==> config.mk <==
export PLATFORM = sky130hd
export DESIGN_NAME = morse_transmitter
export DESIGN_NICKNAME = d
export VERILOG_FILES = /design/src/rtl/morse_transmitter.sv
export SDC_FILE = /design/constraint.sdc
export NUM_CORES = 1
export LEC_CHECK = 0
export CAP_MARGIN = 20
export CORE_ASPECT_RATIO = 1.75
export CORE_MARGIN = 2
export CORE_UTILIZATION = 52
export CTS_CLUSTER_SIZE = 28
export DETAILED_ROUTE_END_ITERATION = 7
export PLACE_DENSITY_LB_ADDON = 0.1
export RECOVER_POWER = 100
export SYNTH_ARGS = -nofsm -noshare
export SYNTH_HDL_FRONTEND = slang
export SYNTH_SLANG_ARGS = --single-unit
==> constraint.sdc <==
create_clock -name clk -period 2.6 [get_ports clk]
set_input_delay 0.52 -clock clk [delete_from_list [all_inputs] [get_ports clk]]
set_output_delay 0.52 -clock clk [all_outputs]
set_load 0.01 [all_outputs]
==> src/rtl/morse_transmitter.sv <==
// Morse keyer: accepts one letter A-Z per handshake and
// keys it out as marks/spaces timed in UNIT_CYCLES units.
module morse_transmitter #(
  parameter int UNIT_CYCLES = 4
) (
  input  logic       clk,
  input  logic       rst_n,
  input  logic       char_valid,
  input  logic [4:0] char_code,
  output logic       char_ready,
  output logic       key,
  output logic       busy,
  output logic       done,
  output logic       err
);

  typedef enum logic [1:0] {
    IDLE, MARK, SPACE, CHARGAP
  } state_t;

  localparam logic [9:0] U1 = 10'(UNIT_CYCLES);
  localparam logic [9:0] U3 = 10'(3 * UNIT_CYCLES);

  state_t     state, state_d;
  logic [9:0] cnt, cnt_d;
  logic [1:0] idx, idx_d;
  logic [1:0] last, last_d;
  logic [3:0] pat, pat_d;
  logic       key_d, err_d;

  logic       tbl_ok;
  logic [1:0] tbl_last;
  logic [3:0] tbl_pat;

  // Letter table: last element index and left-aligned
  // pattern (bit 3 is the first element, 1 = dash).
  always_comb begin
    {tbl_ok, tbl_last, tbl_pat} = 7'b0_00_0000;
    unique case (char_code)
      5'd0:  {tbl_ok, tbl_last, tbl_pat} = 7'b1_01_0100;
      5'd1:  {tbl_ok, tbl_last, tbl_pat} = 7'b1_11_1000;
      5'd2:  {tbl_ok, tbl_last, tbl_pat} = 7'b1_11_1010;
      5'd3:  {tbl_ok, tbl_last, tbl_pat} = 7'b1_10_1000;
      5'd4:  {tbl_ok, tbl_last, tbl_pat} = 7'b1_00_0000;
      5'd5:  {tbl_ok, tbl_last, tbl_pat} = 7'b1_11_0010;
      5'd6:  {tbl_ok, tbl_last, tbl_pat} = 7'b1_10_1100;
      5'd7:  {tbl_ok, tbl_last, tbl_pat} = 7'b1_11_0000;
      5'd8:  {tbl_ok, tbl_last, tbl_pat} = 7'b1_01_0000;
      5'd9:  {tbl_ok, tbl_last, tbl_pat} = 7'b1_11_0111;
      5'd10: {tbl_ok, tbl_last, tbl_pat} = 7'b1_10_1010;
      5'd11: {tbl_ok, tbl_last, tbl_pat} = 7'b1_11_0100;
      5'd12: {tbl_ok, tbl_last, tbl_pat} = 7'b1_01_1100;
      5'd13: {tbl_ok, tbl_last, tbl_pat} = 7'b1_01_1000;
      5'd14: {tbl_ok, tbl_last, tbl_pat} = 7'b1_10_1110;
      5'd15: {tbl_ok, tbl_last, tbl_pat} = 7'b1_11_0110;
      5'd16: {tbl_ok, tbl_last, tbl_pat} = 7'b1_11_1101;
      5'd17: {tbl_ok, tbl_last, tbl_pat} = 7'b1_10_0100;
      5'd18: {tbl_ok, tbl_last, tbl_pat} = 7'b1_10_0000;
      5'd19: {tbl_ok, tbl_last, tbl_pat} = 7'b1_00_1000;
      5'd20: {tbl_ok, tbl_last, tbl_pat} = 7'b1_10_0010;
      5'd21: {tbl_ok, tbl_last, tbl_pat} = 7'b1_11_0001;
      5'd22: {tbl_ok, tbl_last, tbl_pat} = 7'b1_10_0110;
      5'd23: {tbl_ok, tbl_last, tbl_pat} = 7'b1_11_1001;
      5'd24: {tbl_ok, tbl_last, tbl_pat} = 7'b1_11_1011;
      5'd25: {tbl_ok, tbl_last, tbl_pat} = 7'b1_11_1100;
      default: {tbl_ok, tbl_last, tbl_pat} = 7'b0_00_0000;
    endcase
  end

  // Next state: each state runs for cnt cycles, and the
  // counter is reloaded with the new duration on every change.
  always_comb begin
    state_d = state;
    cnt_d   = cnt - 10'd1;
    idx_d   = idx;
    last_d  = last;
    pat_d   = pat;
    err_d   = 1'b0;
    unique case (state)
      IDLE: begin
        cnt_d = cnt;
        if (char_valid) begin
          idx_d  = 2'd0;
          last_d = tbl_last;
          pat_d  = tbl_pat;
          if (tbl_ok) begin
            state_d = MARK;
            cnt_d   = tbl_pat[3] ? U3 : U1;
          end else begin
            state_d = CHARGAP;
            cnt_d   = U3;
            err_d   = 1'b1;
          end
        end
      end
      MARK: begin
        if (cnt == 10'd1) begin
          if (idx == last) begin
            state_d = CHARGAP;
            cnt_d   = U3;
          end else begin
            state_d = SPACE;
            cnt_d   = U1;
            idx_d   = idx + 2'd1;
          end
        end
      end
      SPACE: begin
        if (cnt == 10'd1) begin
          state_d = MARK;
          cnt_d   = pat[~idx] ? U3 : U1;
        end
      end
      CHARGAP: begin
        if (cnt == 10'd1) begin
          state_d = IDLE;
          cnt_d   = 10'd0;
        end
      end
      default: begin
        state_d = IDLE;
        cnt_d   = 10'd0;
      end
    endcase
    key_d = (state_d == MARK);
  end

  // State, timing and registered key/err outputs.
  always_ff @(posedge clk or negedge rst_n) begin
    if (!rst_n) begin
      state <= IDLE;
      cnt   <= 10'd0;
      idx   <= 2'd0;
      last  <= 2'd0;
      pat   <= 4'd0;
      key   <= 1'b0;
      err   <= 1'b0;
    end else begin
      state <= state_d;
      cnt   <= cnt_d;
      idx   <= idx_d;
      last  <= last_d;
      pat   <= pat_d;
      key   <= key_d;
      err   <= err_d;
    end
  end

  assign char_ready = (state == IDLE);
  assign busy       = (state != IDLE);
  assign done       = (state == CHARGAP) && (cnt == 10'd1);

endmodule

# Yosys cells after proc, flatten, opt, wreduce, memory -nomap -nowiden
# Memories as Yosys holds them, arrays and structs flattened.
# Index checks and enable logic that the tools add are counted.
totals:
  register_bits: 22
  romBits: 224
  inputBits: 8
  out_inout_bits: 5
  elab_cells: 52
  n_memories: 1
op_classes:
  addsub: 2
  magnitude_cmp: 1
  eq_ne: 9
  mux: 25
  n_bitwise: 1
  n_reduce_logical: 6
memory_table:
  columns: ["memory", "depth", "width", "read_ports", "rd_ports_with_merged_regs", "write_ports", "line_no", "text"]
  rows:
  - ["(name not given)", 32, 7, 1, 0, 0, "39", "unique case (char_code)"]
ops:
  columns: ["cell", "n"]
  rows:
  - ["10-bit 2-to-1 mux", 4]
  - ["10-bit one-hot mux with 4 select lines", 1]
  - ["2-bit 2-to-1 mux", 8]
  - ["4-bit 2-to-1 mux", 4]
  - ["10-bit by 1-bit == test with 1-bit output (second input constant)", 1]
  - ["10-bit by 1-bit subtractor with 10-bit output (second input constant)", 1]
  - ["2-bit one-hot mux with 4 select lines", 1]
  - ["2-bit != test (second input constant)", 3]
  - ["1-bit 2-to-1 mux", 5]
  - ["2-bit by 1-bit == test with 1-bit output (second input constant)", 2]
  - ["2-bit == test (second input constant)", 2]
  - ["2-bit one-hot mux with 2 select lines", 1]
  - ["4-bit AND reduction", 1]
  - ["2-bit nonzero test", 2]
  - ["2-bit by 3-bit less-than comparator with 1-bit output (second input constant)", 1]
  - ["2-bit by 1-bit adder with 2-bit output (second input constant)", 1]
  - ["1-bit binary-select mux with 2-bit select", 1]
  - ["2-bit == test", 1]
  - ["2-bit logical NOT", 1]
  - ["2-bit NOT", 1]
  - ["2-bit AND reduction", 1]
  - ["1-bit logical AND", 1]

# Longest topological paths before layout
# Gate-level depths: netlist of the first run.
depth:
  word_depth: 6
  depth_mapped: 8
  ltp_nobuf: 7

# Worst setup path after synthesis of the first run
# No wires, ideal clock.
synth_path:
  path_kind: "register -> register"
  from: "register cnt[1]"
  to: "register cnt[3]"
  setup_ps: 138
  arrival_ps: 2162
  required_time_ps: 2462
  path_slack_ps: 299
  stages_incl_launch_ff: 8
  path_buffers: 1
  synth_period_minus_slack_ps: 2301
  cell_sequence: "dfrtp_1 -> inv_1 -> ha_1 -> or4b_4 -> or3_1 -> buf_6 -> a22o_2 -> or4_1"
synth_between:
  elab_chain_cells: 3
  elab_cells_between_ends: 6
  classes_between: "1 x add/sub; 1 x eq/ne; 4 x mux"
synth_rtl:
  columns: ["item", "line_no", "text"]
  rows:
  - ["start: declaration", "25", "logic [9:0] cnt, cnt_d;"]
  - ["start signal: assignment", "140", "cnt <= cnt_d;"]
  - ["10-bit by 1-bit subtractor with 10-bit output / 10-bit by 1-bit == test with 1-bit output (equally long branches)", null, null]
  - ["10-bit 2-to-1 mux, on equally long branches", "115, 109, 97", null]
  - ["10-bit one-hot mux with 4 select lines *", "79", "unique case (state)"]
# Every way passes the cells marked *; elsewhere a longest branch is shown, timed or not.
# A chain may end at the register's enable or synchronous reset.

# Worst setup path in the final report of the first run
layout_path:
  from: "register cnt[1]"
  to: "output done"
layout_between:
  elab_chain_cells: 2
layout_rtl:
  columns: ["item", "line_no", "text"]
  rows:
  - ["10-bit by 1-bit == test with 1-bit output", "151", "assign done = (state == CHARGAP) && (cnt == 10'd1);"]
  - ["1-bit logical AND", "151", null]
  - ["end: declaration", "13", "output logic done,"]
# No other way between the ends.

==> results of run 1 <==
[sequential cells by signal, summed over array words and instances (netlist names)]
signal	flops
cnt	10
last	2
state	2
pat	4
key	1
idx	2
err	1
[worst reg2reg max path: stages (launching register included)]
cell and delay [ns]:
dfrtp_1 0.38, inv_1 0.08, ha_1 0.14, or4b_4 0.45, or3_1 0.34, clkbuf_1 0.20
a22o_2 0.26, or4_1 0.46
[per-layer routing]
metal | global-route usage, % | wire [µm] | vias up
met3 | 1.90 | 55 | 15
met1 | 23.3 | 1240 | 681
met2 | 45.1 | 2260 | 22
met4 | 16.2 | 174 | 0
met5 | 0 | 0 | -
li1 | - | - | 685
[per-stage QoR]
stage	total power, W	hold WS (ns)	std cells	instance area [µm²]
4_1_cts	0.000831	0.495	226	1840
3_5_place_dp	0.000583	0.483	222	1780
5_1_grt	0.000861	0.506	226	1810
6_report	0.000823	0.491	226	1810
2_1_floorplan	0.000512	0.224	178	1560
3_3_place_gp	0.000573	0.460	222	1780
[area by class of cell]
cell class / count / area, µm² / share of cell area (%)
multi-input cells: 138 / 935 / 51.7
flip-flops and latches: 22 / 551 / 30.4
repair buffers: 28 / 211 / 11.7
clock buffers: 4 / 55.1 / 3.04
well taps: 28 / 35.0 / 1.94
inverters: 6 / 22.5 / 1.24
[cells in the mapped netlist (all sizes together) (2+ instances only)]
| library cell | n | area, µm² |
|---|---|---|
| a21oi | 11 | 55.1 |
| mux2 | 3 | 33.8 |
| nand3b | 3 | 22.5 |
| mux2i | 2 | 20.0 |
| a211oi | 3 | 22.5 |
| clkbuf | 9 | 33.8 |
| dfrtp | 22 | 551 |
| o31ai | 3 | 22.5 |
| or3 | 4 | 25.0 |
| a31oi | 7 | 43.8 |
| nor3 | 6 | 30.0 |
| nand2 | 17 | 63.8 |
| buf | 3 | 20.0 |
| ha | 10 | 125 |
| nor2b | 4 | 25.0 |
| nor2 | 17 | 63.8 |
| mux4 | 3 | 67.6 |
| a22o | 4 | 36.3 |
| or2 | 3 | 18.8 |
| nand2b | 3 | 18.8 |
| o21ai | 17 | 85.1 |
| xnor2 | 3 | 26.3 |
| inv | 6 | 22.5 |
| o221ai | 4 | 35.0 |
[final timing paths]
check / end / slack, ns / cells past startpoint
worst max-delay path: done / 0.12 / 6
worst min-delay path: cnt[6]$_DFFE_PN0P_ / 0.49 / 1
worst max register to register: cnt[3]$_DFFE_PN0P_ / 0.17 / 7
worst min register to register: cnt[6]$_DFFE_PN0P_ / 0.49 / 1
max in group asynchronous: cnt[5]$_DFFE_PN0P_ / 0.88 / 2
min in group asynchronous: cnt[9]$_DFFE_PN0P_ / 1.01 / 2
[cell families after synthesis]
family / after synthesis / synth area share [%]
adder cells (fa/ha/maj): 10 / 8.01
buffers and inverters: 18 / 4.89
XOR/XNOR: 3 / 1.68
AO/OA/AOI/OAI: 54 / 22.1
multiplexers: 8 / 7.77
AND/OR/NAND/NOR: 63 / 20.3
flip-flops: 22 / 35.3
[power groups by stage]
stage,Clock [W],Sequential [W],Combinational [W]
2_1_floorplan,0,0.000406,0.000106
4_1_cts,0.000253,0.000408,0.000169
3_3_place_gp,0,0.000412,0.000161
3_5_place_dp,0,0.000415,0.000168
6_report,0.000248,0.000409,0.000166
5_1_grt,0.000265,0.000413,0.000182
[what timing repair did]
| action | 4_1_cts | 5_1_grt |
|---|---|---|
| pin swaps | 0 | 0 |
| setup endpoints to repair | 1 | 1 |
| resized for setup | 1 | 2 |
==> impl_metrics.csv, run 1 <==
group,metric,value,unit
die,ios,13,
cts,cts-root-buf,"clkbuf_8",
placed_design,io_buffers,12,
power,netSwitchingFraction,29.2,%
cts,cts_hold_buf,0,
die,coreArea,2900,µm²
yosys,synth-warning-count,0,
sta,slew_violations,0,
placed_design,dp_slack,0.0419,ns
power,combinationalPowerShare,20.2,%
setup_path,required,2.08,ns
grt,first_global_vias,1462,
setup_path,crit_path_max_incr_delay,0.45,ns
setup_path,cp.arrival,1.96,ns
setup_path,cp_cell_sequence,"inv_1 > ha_1 > or4b_4 > or3_1 > nor2_1 > clkbuf_1",
routing,avgRoutedWirePerCell,16.5,µm
grt,grt_max_degree,23,
placed_design,hpwlAfterDp,3050,µm
routing,drt_iter0_markers,28,
die,dieHeight,76.5,µm
sta,clock_skew,0.00323,ns
die,die_width,45.4,µm
finish,layout_common_cells,"dfrtp_1, nand2_1, nor2_1, o21ai_0, a21oi_1",
grt,grtUsageTotal,24.6,%
yosys,avgSynthCellArea,8.77,µm²
run_status,status,"complete, no violations",
cts,clock_latency,0.27,ns
finish,n_fill_cell,262,
routing,drt-pass1-iter-count,3,
sta,final-hold-violation-count,0,
setup_path,crit_family,"simple AND/OR/NAND/NOR gates",
finish,drive_gt1_share,13.6,%
die,start_util,53.9,%
cts,cts_buffers,3,
yosys,synth_nets,196,
placed_design,routabilityCongestion,0.884,
setup_path,crit_type,"flip-flop to output port",
die,num_rows,26,
sta,period_needed,2.48,ns
grt,antenna_found_initial,0,
finish,antenna-diode-count,0,
cts,cts_tree,"built",
sta,tns,0,ns
sta,setup_viol,0,
routing,wirelength,3730,µm
finish,syn_to_final_growth,15.9,%
cts,cts_sinks,22,
die,dieArea,3470,µm²
setup_path,cp-startpoint,"cnt[1]$_DFFE_PN0P_",
cts,path_clk_slew,0.08,ns
worst_hold_path,hold_path_startpoint,"cnt[6]$_DFFE_PN0P_",
worst_hold_path,hold_class,"flip-flop to flip-flop",
routing,drtAntennaViolNets,0,
sta,slew_headroom,20.5,%
setup_path,cp_max_fo,2,
cts,htreeDepth,1,
yosys,async_reset_ff_share,100,%
finish,nNetsFinal,217,
finish,final_util,62.5,%
power,power.internal,0.000583,W
routing,vias_per_cell,6.21,
cts,postCtsSetupBuffers,0,
yosys,ys_seq_elements,22,
power,switchingPower,0.000240,W
sta,worst_slew_pin_slew,1.19,ns
yosys,ys_seq_area_share,35.3,%
yosys,ys_types,38,
power,leakagePower,0.769,nW
yosys,syn-cell-area,1560,µm²
sta,finalCritPeriodShare,95.3,%
setup_path,cp-start-kind,"flip-flop",
sta,rsz0062_at_grt,"no",
power,clkPwrFrac,30.1,%
sta,setup_slack,0.123,ns
yosys,synth_edf_count,0,
power,power_per_cell_area,455,nW/µm²
yosys,ys.flop_type,"dfrtp_1",
finish,layout_commonest_cell,"dfrtp_1",
flow_run,drv_cap,0,
setup_path,end_kind,"output port",
grt,overflow,0,
setup_path,reg2reg_from,"cnt[1]$_DFFE_PN0P_",
cts,cts_buffer_depth,2,
yosys,synth_cells,178,
sta,fmax,0.404,GHz
power,pwr-share-seq,49.7,%
routing,drc,0,
routing,via_count,1403,
setup_path,slowest_stage,"or4b_4",
grt,grt_pass1_wl,6420,µm
setup_path,worst-path-buf-inv,2,
power,peakVddDrop,265,µV
Power figures use the tool's default switching activity.
==> inputs of run 2 (changes only) <==
--- a/config.mk
+++ b/config.mk
@@ -7,7 +7,7 @@
 export LEC_CHECK = 0
 export CAP_MARGIN = 20
 export CORE_ASPECT_RATIO = 1.75
-export CORE_MARGIN = 2
+export CORE_MARGIN = 4
 export CORE_UTILIZATION = 52
 export CTS_CLUSTER_SIZE = 28
 export DETAILED_ROUTE_END_ITERATION = 7
==> run 2 against run 1 <==
Compared with the run above: wire length shrank 2.6%; register-to-register slack worse by 0.03 ns; via count increased by 2.1%; non-clock buffer count up 1; clock power is 29% higher; largest cell class unchanged; clock skew about the same.
==> impl_metrics.csv, run 2 (synthesis gave the netlist of run 1 again) <==
group,metric,value,unit
run_status,status,"complete, no violations",
sta,final-hold-violation-count,0,
cts,clock_latency,0.26,ns
die,start_util,53.9,%
sta,rsz0062_at_grt,"no",
sta,setup_viol,0,
routing,via_count,1432,
die,dieArea,3980,µm²
power,peakVddDrop,355,µV
power,netSwitchingFraction,26.7,%
power,combinationalPowerShare,18.1,%
finish,drive_gt1_share,13.1,%
power,switchingPower,0.000237,W
power,leakagePower,0.779,nW
finish,syn_to_final_growth,17.0,%
finish,regMostFlops,"cnt",
grt,grt_pass1_wl,6070,µm
power,pwr-share-seq,46.0,%
grt,grtUsageTotal,19.7,%
routing,wirelength,3630,µm
cts,cts_buffer_depth,2,
die,ios,13,
placed_design,hpwlAfterDp,2890,µm
cts,cts_buffers,3,
power,clkPwrFrac,35.9,%
setup_path,crit_path_max_incr_delay,0.45,ns
die,coreArea,2900,µm²
placed_design,routabilityCongestion,0.861,
setup_path,slowest_stage,"or4b_1",
setup_path,cp.arrival,1.98,ns
setup_path,end_kind,"output port",
setup_path,worst-path-buf-inv,2,
power,power.internal,0.000652,W
sta,clock_skew,0.00323,ns
cts,post_cts_resized,2,
routing,drt-pass1-iter-count,4,
setup_path,required,2.08,ns
grt,grt_max_degree,23,
finish,top_regs,"cnt x10, pat x4",
flow_run,drv_cap,0,
cts,cts_tree,"built",
setup_path,cp_cell_sequence,"inv_1 > ha_1 > or4b_1 > or3_1 > nor2_1 > clkbuf_2",
placed_design,io_buffers,12,
die,dieHeight,80.5,µm
sta,finalCritPeriodShare,96.2,%
cts,path_clk_slew,0.08,ns
worst_hold_path,hold_class,"flip-flop to flip-flop",
routing,drt_iter0_markers,50,
routing,wl_met2,2110,µm
routing,avgRoutedWirePerCell,16.0,µm
grt,overflow,0,
sta,fmax,0.400,GHz
setup_path,crit_type,"flip-flop to output port",
cts,postCtsSetupBuffers,0,
routing,routed.top_layer,"met4",
sta,slew_violations,0,
cts,cts_hold_buf,0,
setup_path,crit_family,"simple AND/OR/NAND/NOR gates",
die,die_width,49.4,µm
setup_path,cp_max_fo,4,
routing,route.met3.wl,91,µm
grt,first_global_vias,1409,
grt,antenna_found_initial,0,
routing,drtAntennaViolNets,0,
setup_path,cp-start-kind,"flip-flop",
finish,layout_common_cells,"dfrtp_1, nand2_1, nor2_1, o21ai_0, a21oi_1",
sta,period_needed,2.50,ns
power,power_per_cell_area,486,nW/µm²
finish,nNetsFinal,218,
cts,cts_sinks,22,
finish,layout_commonest_cell,"dfrtp_1",
die,num_rows,26,
cts,cts-root-buf,"clkbuf_8",
finish,largest_reg_flops,10,
routing,drc,0,
sta,worst_slew_pin_slew,1.16,ns
routing,wl_met1,1270,µm
finish,final_util,63.1,%
finish,antenna-diode-count,0,
sta,tns,0,ns
routing,vias_per_cell,6.31,
sta,slew_headroom,22.3,%
cts,htreeDepth,1,
==> run 2: path summary, 6_finish.rpt <==
check                           depth (start not counted)                from  slack [ns]                  to
worst max-delay path                                    6  cnt[1]$_DFFE_PN0P_         0.1                done
worst min-delay path                                    2  pat[1]$_DFFE_PN0P_        0.48  pat[1]$_DFFE_PN0P_
worst max register to register                          8  cnt[1]$_DFFE_PN0P_        0.14  cnt[3]$_DFFE_PN0P_
worst min register to register                          2  pat[1]$_DFFE_PN0P_        0.48  pat[1]$_DFFE_PN0P_
max in group asynchronous                               2               rst_n        0.91       key$_DFF_PN0_
min in group asynchronous                               2               rst_n        1.00  cnt[6]$_DFFE_PN0P_
==> run 2: cell type report <==
class | instances | area [µm²]
Fill cell | 255 | 1070
Multi-Input combinational cell | 138 | 931
Sequential cell | 22 | 551
Timing Repair Buffer | 29 | 216
Clock buffer | 3 | 41.3
Tap cell | 28 | 35.0
Clock inverter | 1 | 30.0
Inverter | 6 | 22.5
==> run 2: routing by layer <==
layer,GRT usage (%),up-vias
met1,17.5,690
met3,1.86,15
met2,40.1,39
met4,13.0,0
met5,0,-
li1,-,688
==> run 2: worst reg2reg max path: stages, from the launching register on <==
cell and delay [ns]:
dfrtp_1 0.39, inv_1 0.12, ha_1 0.15, or4b_1 0.45, or3_1 0.35, buf_4 0.18, nor2_1 0.13, nor4b_1 0.06
or4_1 0.51
==> run 2: power groups by stage <==
stage                     registers (W)  logic [W]  clock network (W)
after floorplan                0.000406   0.000106                  0
after global placement         0.000414   0.000160                  0
after detailed placement       0.000417   0.000163                  0
after CTS                      0.000410   0.000164           0.000323
after global routing           0.000417   0.000182           0.000336
final                          0.000409   0.000161           0.000319
==> run 2: through the flow <==
step,instance area (µm²),std cells,hold WS (ns),power [W],setup slack (ns)
4_1_cts,1860,227,0.491,0.000897,0.00115
3_3_place_gp,1790,223,0.462,0.000574,0.0572
3_5_place_dp,1790,223,0.471,0.000580,0.000590
2_1_floorplan,1560,178,0.224,0.000512,0.299
6_report,1830,227,0.484,0.000889,0.0999
5_1_grt,1830,227,0.500,0.000935,0.0264
==> inputs of run 3 (changes only) <==
--- a/config.mk
+++ b/config.mk
@@ -8,7 +8,7 @@
 export CAP_MARGIN = 20
 export CORE_ASPECT_RATIO = 1.75
 export CORE_MARGIN = 4
-export CORE_UTILIZATION = 52
+export CORE_UTILIZATION = 25
 export CTS_CLUSTER_SIZE = 28
 export DETAILED_ROUTE_END_ITERATION = 7
 export PLACE_DENSITY_LB_ADDON = 0.1
==> run 3 against run 2 <==
Compared with the run above: final cell count grew 23%; total power shrank 7.8%; sequential share of layout area shrank 1.3 points; via count shrank 2.7%; die area grew 92%; non-clock buffer count grew 3; critical path depth is the same; first-iteration DRC count grew 8.0%; maximum frequency grew 1.0%; clock power shrank 23%; wire length grew 11%; critical endpoint unchanged.
==> impl_metrics.csv, run 3 (synthesis gave the netlist of run 1 again) <==
group,metric,value,unit
finish,regMostFlops,"cnt",
sta,fmax,0.404,GHz
flow_run,drv_cap,0,
routing,drc,0,
finish,antenna-diode-count,0,
cts,path_clk_slew,0.08,ns
die,coreArea,5970,µm²
setup_path,crit_type,"flip-flop to output port",
die,ios,13,
power,peakVddDrop,178,µV
setup_path,endpoint,"done",
setup_path,ff2ff_setup_slack,0.18,ns
grt,antenna_found_initial,0,
routing,wirelength,4050,µm
placed_design,place_inst,276,
worst_hold_path,hold_class,"flip-flop to flip-flop",
run_status,status,"complete, no violations",
cts,cts-root-buf,"clkbuf_8",
die,num_rows,37,
setup_path,required,2.08,ns
sta,tns,0,ns
grt,overflow,0,
finish,layout_common_cells,"dfrtp_1, nand2_1, nor2_1, o21ai_0, buf_4",
routing,via_count,1394,
grt,grt_max_degree,23,
setup_path,reg2reg_depth,7,
die,dieArea,7620,µm²
finish,drive_gt1_share,16.3,%
routing,drt-pass1-iter-count,4,
sta,hold_ws,0.489,ns
setup_path,cp.arrival,1.95,ns
die,die_width,67.7,µm
finish,nNetsFinal,221,
routing,drtAntennaViolNets,0,
finish,syn_to_final_growth,22.1,%
setup_path,end_kind,"output port",
finish,largest_reg_flops,10,
placed_design,routabilityCongestion,0.834,
routing,avgRoutedWirePerCell,14.5,µm
sta,worst_slew_pin_slew,1.20,ns
power,power_per_cell_area,430,nW/µm²
sta,period_needed,2.47,ns
setup_path,cp-startpoint,"cnt[1]$_DFFE_PN0P_",
grt,grt_pass1_wl,6730,µm
cts,cts_buffer_depth,2,
finish,layout_commonest_cell,"dfrtp_1",
cts,cts_hold_buf,0,
placed_design,io_buffers,12,
grt,grtUsageTotal,11.6,%
setup_path,cp-start-kind,"flip-flop",
setup_path,reg2reg_from,"cnt[1]$_DFFE_PN0P_",
sta,clock_skew,0.00188,ns
routing,drt_iter0_markers,54,
cts,cts_tree,"built",
power,leakagePower,0.795,nW
sta,setup_viol,0,
cts,clock_latency,0.26,ns
sta,final-hold-violation-count,0,
worst_hold_path,hold_depth,2,
cts,cts_buffers,3,
cts,cts_sinks,22,
sta,slew_violations,0,
die,dieHeight,113,µm
placed_design,hpwlAfterDp,3300,µm
sta,finalCritPeriodShare,95.2,%
die,start_util,26.1,%
finish,top_regs,"cnt x10, pat x4",
finish,fin_cells,280,
sta,slew_headroom,19.7,%
grt,first_global_vias,1412,
sta,rsz0062_at_grt,"no",
setup_path,worstReg2RegEnd,"cnt[3]$_DFFE_PN0P_",
routing,vias_per_cell,4.98,
cts,htreeDepth,1,
setup_path,cp_max_fo,4,
run 3: cell types whose count changed in the layout (fill, tap and decap cells not counted), sizes merged:
cell	change
dlygate4sd3	+1
clkdlybuf4s50	-1
buf	+4
bufinv	-1
run 3: where the power goes:
group          leakage [nW]  internal [W]  switching, W  total, W
logic                 0.490     0.0000755     0.0000899  0.000165
registers             0.276      0.000373     0.0000353  0.000408
clock network        0.0288      0.000135      0.000111  0.000246
total                 0.795      0.000583      0.000236  0.000819
run 3: worst min-delay path by stage:
stage | start | to | slack, ns
after floorplan | rst_n | cnt[0]$_DFFE_PN0P_ | 0.22
after global placement | pat[3]$_DFFE_PN0P_ | pat[3]$_DFFE_PN0P_ | 0.46
after detailed placement | pat[3]$_DFFE_PN0P_ | pat[3]$_DFFE_PN0P_ | 0.47
after CTS | pat[3]$_DFFE_PN0P_ | pat[3]$_DFFE_PN0P_ | 0.49
after global routing | pat[0]$_DFFE_PN0P_ | pat[0]$_DFFE_PN0P_ | 0.52
final | pat[3]$_DFFE_PN0P_ | pat[3]$_DFFE_PN0P_ | 0.49
run 3: worst max-delay path, stage by stage, from the launching register on:
cell and delay [ns]:
dfrtp_1 0.38, inv_1 0.11, ha_1 0.15, or4b_4 0.46, or3_1 0.34, nor2_1 0.11, clkbuf_2 0.14
run 3: layout make-up:
type                       instances  area [µm²]
inverter                           6        22.5
multi-input combinational        138         935
tap                               78        97.6
timing repair buffer              32         246
clock buffer                       4        55.1
fill                             637        4070
sequential                        22         551
run 3: stage by stage:
stage | area (µm²) | worst slack (ns) | utilization (%) | power [W]
final | 1910 | 0.125 | 31.9 | 0.000819
after global routing | 1910 | 0.00374 | 31.9 | 0.000870
after CTS | 1930 | 0.00398 | 32.3 | 0.000836
after detailed placement | 1880 | 0.0140 | 31.4 | 0.000585
after global placement | 1880 | 0.0595 | 31.4 | 0.000581
after floorplan | 1560 | 0.299 | - | 0.000512
run 3: per-layer routing:
layer  wire (µm)  track usage (%)  vias up  share of wire (%)
met4          68             4.74        0                1.7
met3         106            0.901        6                2.6
met5           0                0        -                  0
li1            -                -      689                  -
met1        1440             11.4      670                 36
met2        2430             23.2       29                 60
run 3: timing repair:
item	in CTS	in global routing
setup endpoints to repair	1	1
resized for setup	2	1
setup buffers	0	0
pin swaps	0	0
